**src/rtl/fptd_rsc_encoder.sv**
```systemverilog
// 8-state LTE recursive systematic convolutional (RSC) constituent encoder.
// A K-bit frame enters one bit per cycle over valid/ready. The encoder then
// appends 3 tail symbols that drive the shift register back to the all-zero
// state. Every output symbol goes through a single-entry output slot that
// honours downstream backpressure.
`timescale 1ns/1ps
module fptd_rsc_encoder #(
    parameter int K  = 40,
    parameter int CW = $clog2(K + 1)
) (
    input  logic Clock,
    input  logic nReset,
    input  logic start,
    input  logic in_valid,
    output logic in_ready,
    input  logic in_bit,
    output logic out_valid,
    input  logic out_ready,
    output logic out_sys,
    output logic out_par,
    output logic out_tail,
    output logic out_last,
    output logic busy
);

    typedef enum logic [1:0] {
        ST_IDLE = 2'd0,
        ST_DATA = 2'd1,
        ST_TAIL = 2'd2
    } state_t;

    // The counter value at which the K-th information bit is accepted.
    localparam logic [CW-1:0] LAST_CNT  = CW'(K - 1);
    // The tail counter value of the third, final tail step.
    localparam logic [1:0]    LAST_TAIL = 2'd2;

    // Feedback polynomial g0 = 1 + D^2 + D^3.
    function automatic logic rsc_feedback(input logic u, input logic s2, input logic s3);
        return u ^ s2 ^ s3;
    endfunction

    // Forward polynomial g1 = 1 + D + D^3, applied to the feedback bit.
    function automatic logic rsc_parity(input logic fb, input logic s1, input logic s3);
        return fb ^ s1 ^ s3;
    endfunction

    state_t          state_q, state_d;
    logic            s1_q, s1_d;
    logic            s2_q, s2_d;
    logic            s3_q, s3_d;
    logic [CW-1:0]   cnt_q, cnt_d;
    logic [1:0]      tcnt_q, tcnt_d;
    logic            out_valid_q, out_valid_d;
    logic            out_sys_q, out_sys_d;
    logic            out_par_q, out_par_d;
    logic            out_tail_q, out_tail_d;
    logic            out_last_q, out_last_d;
    logic            busy_q, busy_d;

    logic            slot_free_s;
    logic            accept_s;
    logic            tail_step_s;
    logic            step_in_s;
    logic            fb_s;
    logic            par_s;

    // Handshake qualifiers: the slot can take a symbol when empty or being drained.
    always_comb begin
        slot_free_s = ~out_valid_q | out_ready;
        accept_s    = (state_q == ST_DATA) & in_valid & slot_free_s;
        tail_step_s = (state_q == ST_TAIL) & slot_free_s;
    end

    assign in_ready = (state_q == ST_DATA) & slot_free_s;

    // Trellis branch: in tail mode the input is chosen so the feedback bit becomes zero.
    always_comb begin
        if (state_q == ST_TAIL) begin
            step_in_s = s2_q ^ s3_q;
        end else begin
            step_in_s = in_bit;
        end
        fb_s  = rsc_feedback(step_in_s, s2_q, s3_q);
        par_s = rsc_parity(fb_s, s1_q, s3_q);
    end

    // FSM state register.
    always_ff @(posedge Clock or negedge nReset) begin
        if (!nReset) begin
            state_q <= ST_IDLE;
        end else begin
            state_q <= state_d;
        end
    end

    // Trellis, counters and output slot registers.
    always_ff @(posedge Clock or negedge nReset) begin
        if (!nReset) begin
            s1_q        <= 1'b0;
            s2_q        <= 1'b0;
            s3_q        <= 1'b0;
            cnt_q       <= '0;
            tcnt_q      <= 2'd0;
            out_valid_q <= 1'b0;
            out_sys_q   <= 1'b0;
            out_par_q   <= 1'b0;
            out_tail_q  <= 1'b0;
            out_last_q  <= 1'b0;
            busy_q      <= 1'b0;
        end else begin
            s1_q        <= s1_d;
            s2_q        <= s2_d;
            s3_q        <= s3_d;
            cnt_q       <= cnt_d;
            tcnt_q      <= tcnt_d;
            out_valid_q <= out_valid_d;
            out_sys_q   <= out_sys_d;
            out_par_q   <= out_par_d;
            out_tail_q  <= out_tail_d;
            out_last_q  <= out_last_d;
            busy_q      <= busy_d;
        end
    end

    // Next-state logic: frame start, end of data, end of tail.
    always_comb begin
        state_d = state_q;
        case (state_q)
            ST_IDLE: begin
                if (start) begin
                    state_d = ST_DATA;
                end else begin
                    state_d = ST_IDLE;
                end
            end
            ST_DATA: begin
                if (accept_s && (cnt_q == LAST_CNT)) begin
                    state_d = ST_TAIL;
                end else begin
                    state_d = ST_DATA;
                end
            end
            ST_TAIL: begin
                if (tail_step_s && (tcnt_q == LAST_TAIL)) begin
                    state_d = ST_IDLE;
                end else begin
                    state_d = ST_TAIL;
                end
            end
            default: begin
                state_d = ST_IDLE;
            end
        endcase
    end

    // Trellis and counter updates; everything freezes while the slot is blocked.
    always_comb begin
        s1_d   = s1_q;
        s2_d   = s2_q;
        s3_d   = s3_q;
        cnt_d  = cnt_q;
        tcnt_d = tcnt_q;
        case (state_q)
            ST_IDLE: begin
                if (start) begin
                    s1_d  = 1'b0;
                    s2_d  = 1'b0;
                    s3_d  = 1'b0;
                    cnt_d = '0;
                end else begin
                    cnt_d = cnt_q;
                end
            end
            ST_DATA: begin
                if (accept_s) begin
                    s1_d  = fb_s;
                    s2_d  = s1_q;
                    s3_d  = s2_q;
                    cnt_d = cnt_q + CW'(1);
                    if (cnt_q == LAST_CNT) begin
                        tcnt_d = 2'd0;
                    end else begin
                        tcnt_d = tcnt_q;
                    end
                end else begin
                    cnt_d = cnt_q;
                end
            end
            ST_TAIL: begin
                if (tail_step_s) begin
                    s1_d   = fb_s;
                    s2_d   = s1_q;
                    s3_d   = s2_q;
                    tcnt_d = tcnt_q + 2'd1;
                end else begin
                    tcnt_d = tcnt_q;
                end
            end
            default: begin
                s1_d   = 1'b0;
                s2_d   = 1'b0;
                s3_d   = 1'b0;
                cnt_d  = '0;
                tcnt_d = 2'd0;
            end
        endcase
    end

    // Output slot: load a data or tail symbol, empty on consumption, otherwise hold.
    always_comb begin
        out_valid_d = out_valid_q;
        out_sys_d   = out_sys_q;
        out_par_d   = out_par_q;
        out_tail_d  = out_tail_q;
        out_last_d  = out_last_q;
        busy_d      = (state_d != ST_IDLE);
        if (accept_s) begin
            out_valid_d = 1'b1;
            out_sys_d   = in_bit;
            out_par_d   = par_s;
            out_tail_d  = 1'b0;
            out_last_d  = 1'b0;
        end else if (tail_step_s) begin
            out_valid_d = 1'b1;
            out_sys_d   = step_in_s;
            out_par_d   = par_s;
            out_tail_d  = 1'b1;
            out_last_d  = (tcnt_q == LAST_TAIL);
        end else if (slot_free_s) begin
            out_valid_d = 1'b0;
            out_tail_d  = 1'b0;
            out_last_d  = 1'b0;
        end else begin
            out_valid_d = out_valid_q;
        end
    end

    assign out_valid = out_valid_q;
    assign out_sys   = out_sys_q;
    assign out_par   = out_par_q;
    assign out_tail  = out_tail_q;
    assign out_last  = out_last_q;
    assign busy      = busy_q;

endmodule

```
**config.mk**
```make
export PLATFORM = sky130hd
export DESIGN_NAME = fptd_rsc_encoder
export DESIGN_NICKNAME = d
export VERILOG_FILES = /design/src/rtl/fptd_rsc_encoder.sv
export SDC_FILE = /design/constraint.sdc
export NUM_CORES = 1
export LEC_CHECK = 0
export ABC_AREA = 0
export CELL_PAD_IN_SITES_DETAIL_PLACEMENT = 1
export CELL_PAD_IN_SITES_GLOBAL_PLACEMENT = 1
export CORE_ASPECT_RATIO = 1.4
export CORE_UTILIZATION = 37
export DETAILED_ROUTE_END_ITERATION = 8
export PLACE_DENSITY_LB_ADDON = 0.1
export SYNTH_ARGS = -nofsm -noshare
export SYNTH_HDL_FRONTEND = slang
export SYNTH_SLANG_ARGS = --single-unit
export TNS_END_PERCENT = 5
```
**constraint.sdc**
```tcl
create_clock -name Clock -period 1.6 [get_ports Clock]
set_input_delay 0.32 -clock Clock [delete_from_list [all_inputs] [get_ports Clock]]
set_output_delay 0.32 -clock Clock [all_outputs]
set_load 0.03 [all_outputs]
```
==> summary by stage, run 1 <==
Yosys
The adder-cell share of the synthesized area is 7.02%. Counting every net in the synthesized netlist gives 128. Summing every instance area after synthesis gives 1070 sq um. Summing the areas of all compound-gate instances in the mapped netlist gives 13.3% of the synthesized area. For this run, the leading register cell type out of synthesis is sky130_fd_sc_hd__dfrtp_1. The dominant combinational cell family by area after synthesis is simple AND/OR/NAND/NOR gates. The warning count from the yosys run is 0. The share of synthesized area spent on multiplexers is 6.67%. Counting distinct cell types in the post-synthesis netlist gives 32. Yosys mapped a number of flops with a built-in enable equal to 0. The most instantiated library cell after synthesis is sky130_fd_sc_hd__nand2_1.

The proportion of netlist area held by the largest area contributor is 44.4%. The largest total area in the synthesized netlist belongs to sky130_fd_sc_hd__dfrtp_1. The number of register bits inferred by synthesis is 19. The gate count after technology mapping is 116. The XOR/XNOR share of the synthesized area is 2.46%. The proportion of synthesized chip area in sequential cells is between 40 and 50%. Ranked by total cell area, the synthesized netlist is headed by sky130_fd_sc_hd__dfrtp_1 (44%), sky130_fd_sc_hd__ha_1 (7.0%), sky130_fd_sc_hd__nand2_1 (7.0%), sky130_fd_sc_hd__mux2i_1 (5.6%), sky130_fd_sc_hd__o21ai_0 (4.2%).

After synthesis, the most frequently instantiated cells are sky130_fd_sc_hd__nand2_1 (20), sky130_fd_sc_hd__dfrtp_1 (19), sky130_fd_sc_hd__inv_1 (9), sky130_fd_sc_hd__o21ai_0 (9), sky130_fd_sc_hd__a21oi_1 (8). Of all flip-flops after synthesis, the portion carrying an async set or reset was 100%. The average instance in the mapped netlist occupies 9.22 sq um. The simple logic cell fraction of the synthesized area is 21.3%.

Die
For this configuration, the core starts out at a cell density of 40.1%. The die covers 3110 sq um. The area of the core is 2670 sq um. The number of core rows is 22. The floorplan step set the die height to 65.6 um.

In this run the horizontal extent of the chip is 47.4 um. The number of placed I/O pins is 13.

Power and ir drop
The total leakage power is 0.000707 uW. Registers are responsible for roughly a third of the overall power. The fraction of power consumed by the clock network is 11.1%. The power density over the cells is 1570 nW/um^2. The share of total power consumed by net switching is 41.3%.

For this design the total switching power over the nets is 1000 uW. The share of power burned in combinational logic is 56.1%. The peak supply drop is 954 uV. Internal power comes to roughly 1400 uW.

Drt
The total DRC errors in the routed layout is 0. The wire length reported by the detailed router is 3030 um. Using the TritonRoute via totals, the vias-per-cell ratio works out to 5.09. The count of TritonRoute iterations in the first routing pass is 3. Wire segments on met3 add up to 49 um in the final route. In the final routed layout, each cell accounts on average for between 15 and 20 um. The detailed-routing wirelength on met1 is between 1000 and 1500 um.

After detailed routing, the met2 layer carries 1690 um of wire. Routed signal wires occupy layers up through met4. For this block, the initial DRC count from the detailed router was 14. The detail route stage leaves a number of antenna-violating nets equal to 0.

Summing over every cut layer, the via total after detailed routing is 987.

Clock network
In this run, CTS created clock tree buffers numbering 3. CTS built an H-tree with a depth of 1. Clock-pin slew was measured on the worst setup and hold paths at roughly 0.13 ns. The number of sinks on the clock net is 19. The worst-skew pair later-pin latency is 0.31 ns. TritonCTS built the clock tree. The root buffer selected by CTS is sky130_fd_sc_hd__clkbuf_4. The maximum buffer depth of the clock tree is 2.

Final layout
The register with the most flip-flops in the layout has 6 of them. 0 antenna diodes ended up in the layout. Ranked by flip-flop count, first place goes to cnt_q. In the final layout, the share of cells above drive strength 1 is 32.3%.

The final layout contains between 150 and 200 nets. After routing the design area is 1550 sq um. The count of non-filler cells in the finished layout is 194. In the final layout, the registers with the most flip-flops are cnt_q (6), state_q (2), tcnt_q (2).

The number of inserted filler cells in the final layout is 332. The synthesis-to-finish area growth is 44.6%.

Place
Port buffering added 12 buffers. The area after detailed placement is 1410 sq um. The weighted congestion at the end of routability-driven global placement is 0.874.

Detailed placement finished with a half-perimeter wire length of 2280 um. The placed instance count is 186.

GRT
The initial antenna violation count is 0. Entering global routing, the biggest net connects 20 pins. For this run, the total global-route usage over all layers was measured as between 20% and 30%. The first global-routing pass estimated 4950 um of wire. The via count of the first global-routing pass is between 1000 and 1500.

The global route total overflow is 0.

Worst setup path
The worst setup path is captured at an output port. Along the worst path, the maximum fanout reaches 3. The critical path in this run is classified as reg2out. The startpoint type of the worst setup path is a flip-flop. The critical path data required time is approximately 1.3 ns.

The data arrival time of the critical path is 1.30 ns.

STA
Hold timing on the final database bottoms out at a slack of 0.336 ns. The final period utilization is 101%. For this run, the top clock speed supported by timing is roughly 0.62 GHz. Setup violations remaining at the end of the flow were counted as 2. After layout, the minimum clock period comes to approximately 1.6 ns. The normalized max-slew margin is between 70% and 80%. At the pin with the least slew margin, the transition time is 0.363 ns. Across all setup checks in the final design, the least slack found is -0.0198 ns. In the final timing run, aggregate negative setup slack is -0.0306 ns. Setup repair after global routing could not meet its margin everywhere. Across the routed clock network, the largest skew measured is between 0.009 and 0.01 ns. The number of failing hold endpoints at the final stage came to 0. The number of pins exceeding their max-slew limit in the final report was 0.

Flow run
Across the run, the number of max-cap violations was 0.

Status
The final reports fail on setup timing. The flow ran to the end, but the final reports show violations.

Worst hold path
The tightest min-delay check is of the in2async type.
==> worst paths after layout <==
path,from,to,slack (ns),cells past startpoint
min,nReset,cnt_q[1],0.34,2
max,state_q[1],in_ready,-0.02,6
max in group asynchronous,nReset,state_q[0],1.03,2
max reg2reg,state_q[1],s1_q,-0.01,5
min reg2reg,tcnt_q[0],tcnt_q[0],0.49,1
min in group Clock,tcnt_q[0],tcnt_q[0],0.49,1
==> metrics by stage <==
| step | total power (uW) | utilization, % | setup slack (ns) |
|---|---|---|---|
| floorplan | 1460 | - | 0.0151 |
| global placement | 1950 | 53.0 | -0.258 |
| detailed placement | 2020 | 53.0 | -0.277 |
| global route | 2600 | 57.9 | -0.0857 |
| finish | 2430 | 57.9 | -0.0198 |
| CTS | 2300 | 55.3 | -0.109 |
==> repair_timing <==
action,in CTS,in global routing
pin swaps,0,2
setup buffers,2,2
hold buffers,0,0
setup endpoints to repair,10,14
resized for setup,14,15
==> layout by cell type, fill, tap and decap left out, types with 3 or more instances in the layout <==
master / netlist / final
sky130_fd_sc_hd__inv_1: 9 / 7
sky130_fd_sc_hd__nand4_1: 3 / 3
sky130_fd_sc_hd__clkbuf_4: 0 / 3
sky130_fd_sc_hd__a21oi_1: 8 / 7
sky130_fd_sc_hd__o21ai_0: 9 / 7
sky130_fd_sc_hd__dlygate4sd2_1: 0 / 6
sky130_fd_sc_hd__nor2_1: 5 / 3
sky130_fd_sc_hd__clkdlybuf4s50_1: 0 / 5
sky130_fd_sc_hd__buf_4: 0 / 29
sky130_fd_sc_hd__nand2_1: 20 / 20
sky130_fd_sc_hd__dfrtp_1: 19 / 18
sky130_fd_sc_hd__mux2i_1: 6 / 6
sky130_fd_sc_hd__ha_1: 6 / 3
==> power groups by stage <==
stage	Sequential, uW	Combinational, uW	Clock [uW]
2_1_floorplan	846	618	0
3_3_place_gp	769	1190	0
3_5_place_dp	789	1230	0
4_1_cts	785	1250	268
5_1_grt	817	1490	289
6_report	796	1360	268
==> worst max-delay path, cell delays in order (launching register included) <==
cell	delay [ns]
sky130_fd_sc_hd__dfrtp_1	0.42
sky130_fd_sc_hd__inv_2	0.09
sky130_fd_sc_hd__ha_4	0.14
sky130_fd_sc_hd__inv_2	0.04
sky130_fd_sc_hd__buf_6	0.12
sky130_fd_sc_hd__nor2_4	0.07
sky130_fd_sc_hd__buf_6	0.13
==> routing by layer <==
| metal | track usage (%) | vias up |
|---|---|---|
| met5 | 0 | - |
| met4 | 9.29 | 0 |
| met3 | 2.47 | 6 |
| met2 | 40.4 | 11 |
| met1 | 25.5 | 481 |
| li1 | - | 489 |
==> cell families after synthesis <==
| family | after synthesis |
|---|---|
| buf+inv | 13 |
| xor+xnor | 3 |
| flops | 19 |
| simple gates | 43 |
| mux | 7 |
| fa+ha+maj | 6 |
| compound gates | 25 |
==> cell type report <==
class | count | area (sq um) | share of cell area (%)
Timing Repair Buffer | 42 | 343 | 22.2
Inverter | 9 | 33.8 | 2.18
Multi-Input combinational cell | 84 | 622 | 40.2
Sequential cell | 19 | 477 | 30.8
Clock buffer | 4 | 26.3 | 1.70
Tap cell | 36 | 45.0 | 2.91
Power figures use the tool's default switching activity.
==> run 2: changes to the inputs <==
Settings changed: SKIP_CTS_REPAIR_TIMING from default to 1.
==> summary by stage, run 2 (synthesis gave the netlist of run 1 again) <==
Worst setup path
Counting stages on the worst path, the most repeated cell is sky130_fd_sc_hd__buf_6. The top fanout value on the critical path is 6. Traced cell by cell, the critical path runs through inv_2, ha_4, inv_1, buf_6, nor2_4, buf_6. The cell at the slowest stage of the critical path is sky130_fd_sc_hd__dfrtp_1.

STA puts the critical path data required time at 1.28 ns. STA classifies the critical path endpoint as an output port. STA puts the critical path data arrival time at 1.40 ns. STA classifies the critical path startpoint as a flip-flop.

The buffers plus inverters on the worst setup path is 4. The largest single stage delay on the critical path is 0.43 ns. The critical path in this run is classified as reg2out. The cell type group with the largest total delay on the critical path is buffers and inverters.

Final layout
The library cell used most frequently in the layout, excluding fill and tap cells, is sky130_fd_sc_hd__buf_4. Compared with the post-synthesis result, the final layout area differs by 48.8%. Summing all flip-flop and latch instances after layout gives 477 sq um. In the final layout, the registers with the most flip-flops are cnt_q (6), state_q (2), tcnt_q (2).

The library cells used most frequently in the layout, excluding fill and tap cells, are sky130_fd_sc_hd__buf_4 (26), sky130_fd_sc_hd__nand2_1 (20), sky130_fd_sc_hd__dfrtp_1 (18), sky130_fd_sc_hd__inv_1 (8). The multi-input combinational cells in the finished layout cover a total of between 600 and 700 sq um. After filler insertion, the fill cell instance count of the layout stands at roughly 330. The final net count is 170.

The register with the most flip-flops in the layout has 6 of them. The final core utilization is 59.6%. The post-route netlist has 31.2% of its cells at a drive strength greater than 1.

The count of non-filler cells in the finished layout is just under 200. The number of antenna diodes in the final layout is 0. Counting flops per register, the top entry is cnt_q. The total non-filler cell area in the finished layout is around 1600 sq um.

Power and ir drop
The analysis attributes to cell leakage a power of around 0.00075 uW. For this design the ratio of total power to cell area is 1550 nW/um^2. The peak supply drop is 1010 uV. After layout, the design draws a total of 2470 uW.

Flow run
Max-cap violations in this run came to 0.

STA
The number of pins exceeding their max-slew limit in the final report is 0. For the finished layout, the period the worst path requires is 1.72 ns. The number of failing hold endpoints at the final stage is 0. At the pin with the least slew margin, the transition time is 0.343 ns.

Setup repair after global routing could not meet its margin everywhere. The total negative slack is -0.199 ns. For this run, the top clock speed supported by timing is 0.582 GHz.

Of the available clock period, the critical path in the final layout requires 107%. In this run the tightest slew margin relative to its limit is between 70% and 80%. The post-layout worst setup margin is -0.120 ns. Between clock sinks in the finished design, the worst skew comes to 0.0171 ns. Setup violations remaining at the end of the flow were counted as 4.

Status
The flow ran to the end, but the final reports show violations. The final reports fail on setup timing.

Drt
The via count normalized by instance count is between 5 and 6. Summing over every cut layer, the via total after detailed routing is 1002. After the first detailed-routing iteration, the DRC count stood at 9. After detailed routing, the average wire length per cell comes to between 15 and 20 um. The residual antenna-violating net count after detailed routing is 0. The count of TritonRoute iterations in the first routing pass is 4.

The total DRC errors in the routed layout is 0. The wire length reported by the detailed router is 3160 um.

Place
Once placement finished, the instance area stood at 1410 sq um. The count of buffers inserted at the top-level ports is 12. The HPWL after detailed placement is 2280 um. Routability-driven placement finished with a final weighted congestion of a little under 0.9.

The placed instance count is 186.

GRT
The initial antenna violation count is 0. Global routing finished with a remaining overflow of 0. The total global-route track usage is 21.7%. Entering global routing, the biggest net connects 20 pins. The first-pass GRT wire length is ~4800 um. The via count of the first global-routing pass was 1084.

Worst hold path
The type of the tightest min-delay check is in2async.

Clock network
The worst-skew pair later-pin latency is 0.31 ns. The maximum buffer depth of the clock tree is 2. The number of levels the H-tree was split into is 1. The CTS tree is built. The number of sinks on the clock net is 19.

The tree is rooted in a sky130_fd_sc_hd__clkbuf_4. Clock-pin slew was measured on the worst setup and hold paths at 0.13 ns. The number of CTS-inserted buffers is 3.

Die
The starting density of the core is 40.1%. The die area is 3110 sq um. The floorplan step set the die width to 47.4 um. The initialized floorplan defines 22 standard-cell rows. The area of the core is 2670 sq um. The number of placed I/O pins is 13. The die is 65.6 um tall.
-- run 2: cell count changes in the layout (fill, tap and decap cells not counted), moves of 2 or more --
cell | previous run | this run
sky130_fd_sc_hd__dlygate4sd2_1 | 6 | 0
sky130_fd_sc_hd__dlymetal6s2s_1 | 0 | 6
sky130_fd_sc_hd__buf_4 | 29 | 26
sky130_fd_sc_hd__buf_6 | 2 | 4
sky130_fd_sc_hd__ha_4 | 2 | 4
-- run 2: worst paths after layout --
kind	from	endpoint	slack [ns]	cells after the start
setup / recovery	state_q[1]	in_ready	-0.12	6
hold / removal	nReset	cnt_q[4]	0.33	2
setup reg to reg	state_q[1]	tcnt_q[1]	-0.05	6
hold reg to reg	tcnt_q[0]	tcnt_q[0]	0.49	1
max in group asynchronous	nReset	state_q[0]	1.02	2
min in group Clock	tcnt_q[0]	tcnt_q[0]	0.49	1
-- run 2: where the power goes --
group          switching [uW]  internal (uW)  leakage (uW)
clock network             167           97.2     0.0000150
registers                 157            641      0.000233
logic                     695            715      0.000505
total                    1020           1450      0.000753
-- run 2: layer usage --
metal	vias to the layer above	part of all wire, %	GRT usage, %	wire, um
li1	488	-	-	-
met1	501	42	23.6	1330
met2	9	55	39.9	1750
met3	4	1.7	2.47	55
met4	0	0.92	8.21	29
met5	-	0	0	0
-- run 2: final cells by class --
cell class	instances	area share, %
flip-flops and latches	19	30.0
well taps	36	2.83
repair buffers	41	23.0
multi-input cells	84	40.5
inverters	9	2.12
clock buffers	4	1.65
-- run 2: per-stage QoR --
step	hold WS [ns]	setup slack [ns]
after CTS	0.351	-0.336
after detailed placement	0.481	-0.277
after global routing	0.372	-0.173
final	0.334	-0.120
after floorplan	0.0244	0.0151
after global placement	0.461	-0.258
==> RTL change: new RTL, settings of run 1 <==
Re-encode `state_t` (3 states) as one-hot, 3 bits wide.
--- a/src/rtl/fptd_rsc_encoder.sv
+++ b/src/rtl/fptd_rsc_encoder.sv
@@ -23,10 +23,10 @@
     output logic busy
 );
 
-    typedef enum logic [1:0] {
-        ST_IDLE = 2'd0,
-        ST_DATA = 2'd1,
-        ST_TAIL = 2'd2
+    typedef enum logic [2:0] {
+        ST_IDLE = 3'b001,
+        ST_DATA = 3'b010,
+        ST_TAIL = 3'b100
     } state_t;
 
     // The counter value at which the K-th information bit is accepted.
Behaviour: no difference found for any inputs over 10 cycles, from zero or initial values and one cycle with nReset low; not proved beyond that.
==> RTL change against run 1 <==
The flow still finishes with violations (negative setup slack); non-clock buffer count is 1 lower; power decreased by 25%; sequential power decreased by 18%; setup slack got worse by 0.082 ns; sequential cell count grew 1; routed wire length fell by 3.6%; design area shrank 3.5%; clock skew is essentially flat; maximum frequency shrank 4.8%; final cell count is 5.2% lower; area after synthesis fell by 0.82%; register-to-register slack got worse by 0.05 ns; first-iteration DRC count is 64% lower.
==> RTL change: results (changes against run 1) <==
* Hpwl dp at 2.19 mm (was 2.28 mm)
* Final setup fails at 4 (was 2)
* Violated checks: negative setup slack (unchanged)
* Placer congestion estimate at 0.799 (was 0.874)
* Status: finished, violations left (unchanged)
* Synth top cells by count: dfrtp_1 (19), a21oi_1 (9), nand2_1 (9), o21ai_0 (8), nor2_1 (7) (was nand2_1 (20), dfrtp_1 (19), inv_1 (9), o21ai_0 (9), a21oi_1 (8))
* Critical Path AT at 1.38 ns (was 1.30 ns)
* Slowest CP cell: or3b_4 (was dfrtp_1)
* Grt met2 use at 40.1% (was 40.4%)
* Cell Count, Final, Fillers Out at 184 (was 194)
* Dominant cells by area after synthesis: dfrtp_1 (45%), a21oi_1 (4.2%), o21ai_0 (3.8%), nand2_1 (3.2%), dfstp_2 (2.5%) (was dfrtp_1 (44%), ha_1 (7.0%), nand2_1 (7.0%), mux2i_1 (5.6%), o21ai_0 (4.2%))
* Syn_nets at 117 (was 128)
* Share of layout cells above drive strength 1 at 33.1% (was 32.3%)
* Vias in the first global route at 1101 (was 1097)
* Fillers at 324 (was 332)
* GR Layer Usage met3 at 3.85% (was 2.47%)
* Final WS setup at -0.102 ns (was -0.0198 ns)
* Delay-heaviest family, CP: simple AND/OR/NAND/NOR gates (was flip-flops)
* Biggest regs: cnt_q x6, state_q x3, tcnt_q x2 (was cnt_q x6, state_q x2, tcnt_q x2)
* CP max FO at 4 (was 3)
* R2R Setup Slk at -0.06 ns (was -0.01 ns)
* Hold_ws at 0.342 ns (was 0.336 ns)
* Via count at 978 (was 987)
* Total GRT Usage at 23.2% (was 22.6%)
* Placed cell area at 0.00140 sq mm (was 0.00141 sq mm)
* Post-Place Cells at 178 (was 186)
* Syn avg cell area at 9.73 sq um (was 9.22 sq um)
* Largest net degree at the start of global routing at 21 (was 20)
==> RTL change: cell count changes after synthesis, sizes merged, moves of 3 or more <==
cell / change
nand2: -11
or3b: +3
nand3: +4
mux2i: -5
ha: -4
inv: -7
nor4: -3
a22o: +3
buf: +4
nand2b: +3
==> RTL change: routing by layer <==
metal | routed length [um] | up-vias
met3 | 40 | 4
met1 | 1230 | 499
met4 | 26 | 0
met5 | 0 | -
li1 | - | 467
met2 | 1630 | 8
==> RTL change: cell families (layout without fill, tap and decap cells) <==
kind of cell / after synthesis / after routing / synth area share, %
AO/OA/AOI/OAI: 30 / 30 / 18.4
XOR/XNOR: 4 / 4 / 3.30
adder cells (fa/ha/maj): 2 / 2 / 2.36
buffers and inverters: 8 / 47 / 3.66
flip-flops: 20 / 20 / 47.3
multiplexers: 3 / 3 / 3.07
AND/OR/NAND/NOR: 42 / 42 / 21.9
==> RTL change: path summary, 6_finish.rpt <==
| path | end | cells after the start | from |
|---|---|---|---|
| max in group asynchronous | state_q[0]$_DFF_PN1_ | 2 | nReset |
| setup / recovery | in_ready | 3 | state_q[0]$_DFF_PN1_ |
| setup reg to reg | out_par$_DFFE_PN0P_ | 6 | state_q[0]$_DFF_PN1_ |
| hold reg to reg | out_last$_DFFE_PN0P_ | 2 | out_last$_DFFE_PN0P_ |
| hold / removal | cnt_q[2]$_DFFE_PN0P_ | 2 | nReset |
| min in group Clock | out_last$_DFFE_PN0P_ | 2 | out_last$_DFFE_PN0P_ |
==> RTL change: final cells by class <==
class	instances	area share [%]
Multi-Input combinational cell	81	38.0
Sequential cell	20	33.7
Timing Repair Buffer	41	23.1
Tap cell	36	3.02
Clock buffer	4	1.76
Inverter	2	0.503
==> RTL change: per-stage QoR <==
step	setup TNS (ns)	power, W	setup WS, ns
5_1_grt	-0.801	0.00193	-0.143
4_1_cts	-0.206	0.00182	-0.105
3_3_place_gp	-2.62	0.00143	-0.335
3_5_place_dp	-3.11	0.00146	-0.428
2_1_floorplan	-0.0378	0.00112	-0.0378
6_report	-0.194	0.00182	-0.102
==> RTL change: what timing repair did <==
item | in CTS | in global routing
pin swaps | 2 | 4
gates resized for setup | 16 | 3
setup endpoints to repair | 17 | 13
buffers inserted | 2 | 0
==> RTL change: power by group <==
part	internal (W)	total, W	switching (W)	leakage (nW)
Clock	0.0000973	0.000265	0.000168	0.0150
Sequential	0.000597	0.000650	0.0000527	0.266
Combinational	0.000430	0.000903	0.000473	0.415
Total	0.00112	0.00182	0.000694	0.696
==> RTL change: worst reg2reg max path, delay by kind of cell, from the launching register on <==
family / cells / cell delay [ns]
AOI/OAI and AO/OA: 1 / 0.08
xor gates and xnor gates: 1 / 0.18
DFF: 1 / 0.40
buffers and inverters: 2 / 0.29
muxes: 1 / 0.19
and+or+nand+nor: 1 / 0.41
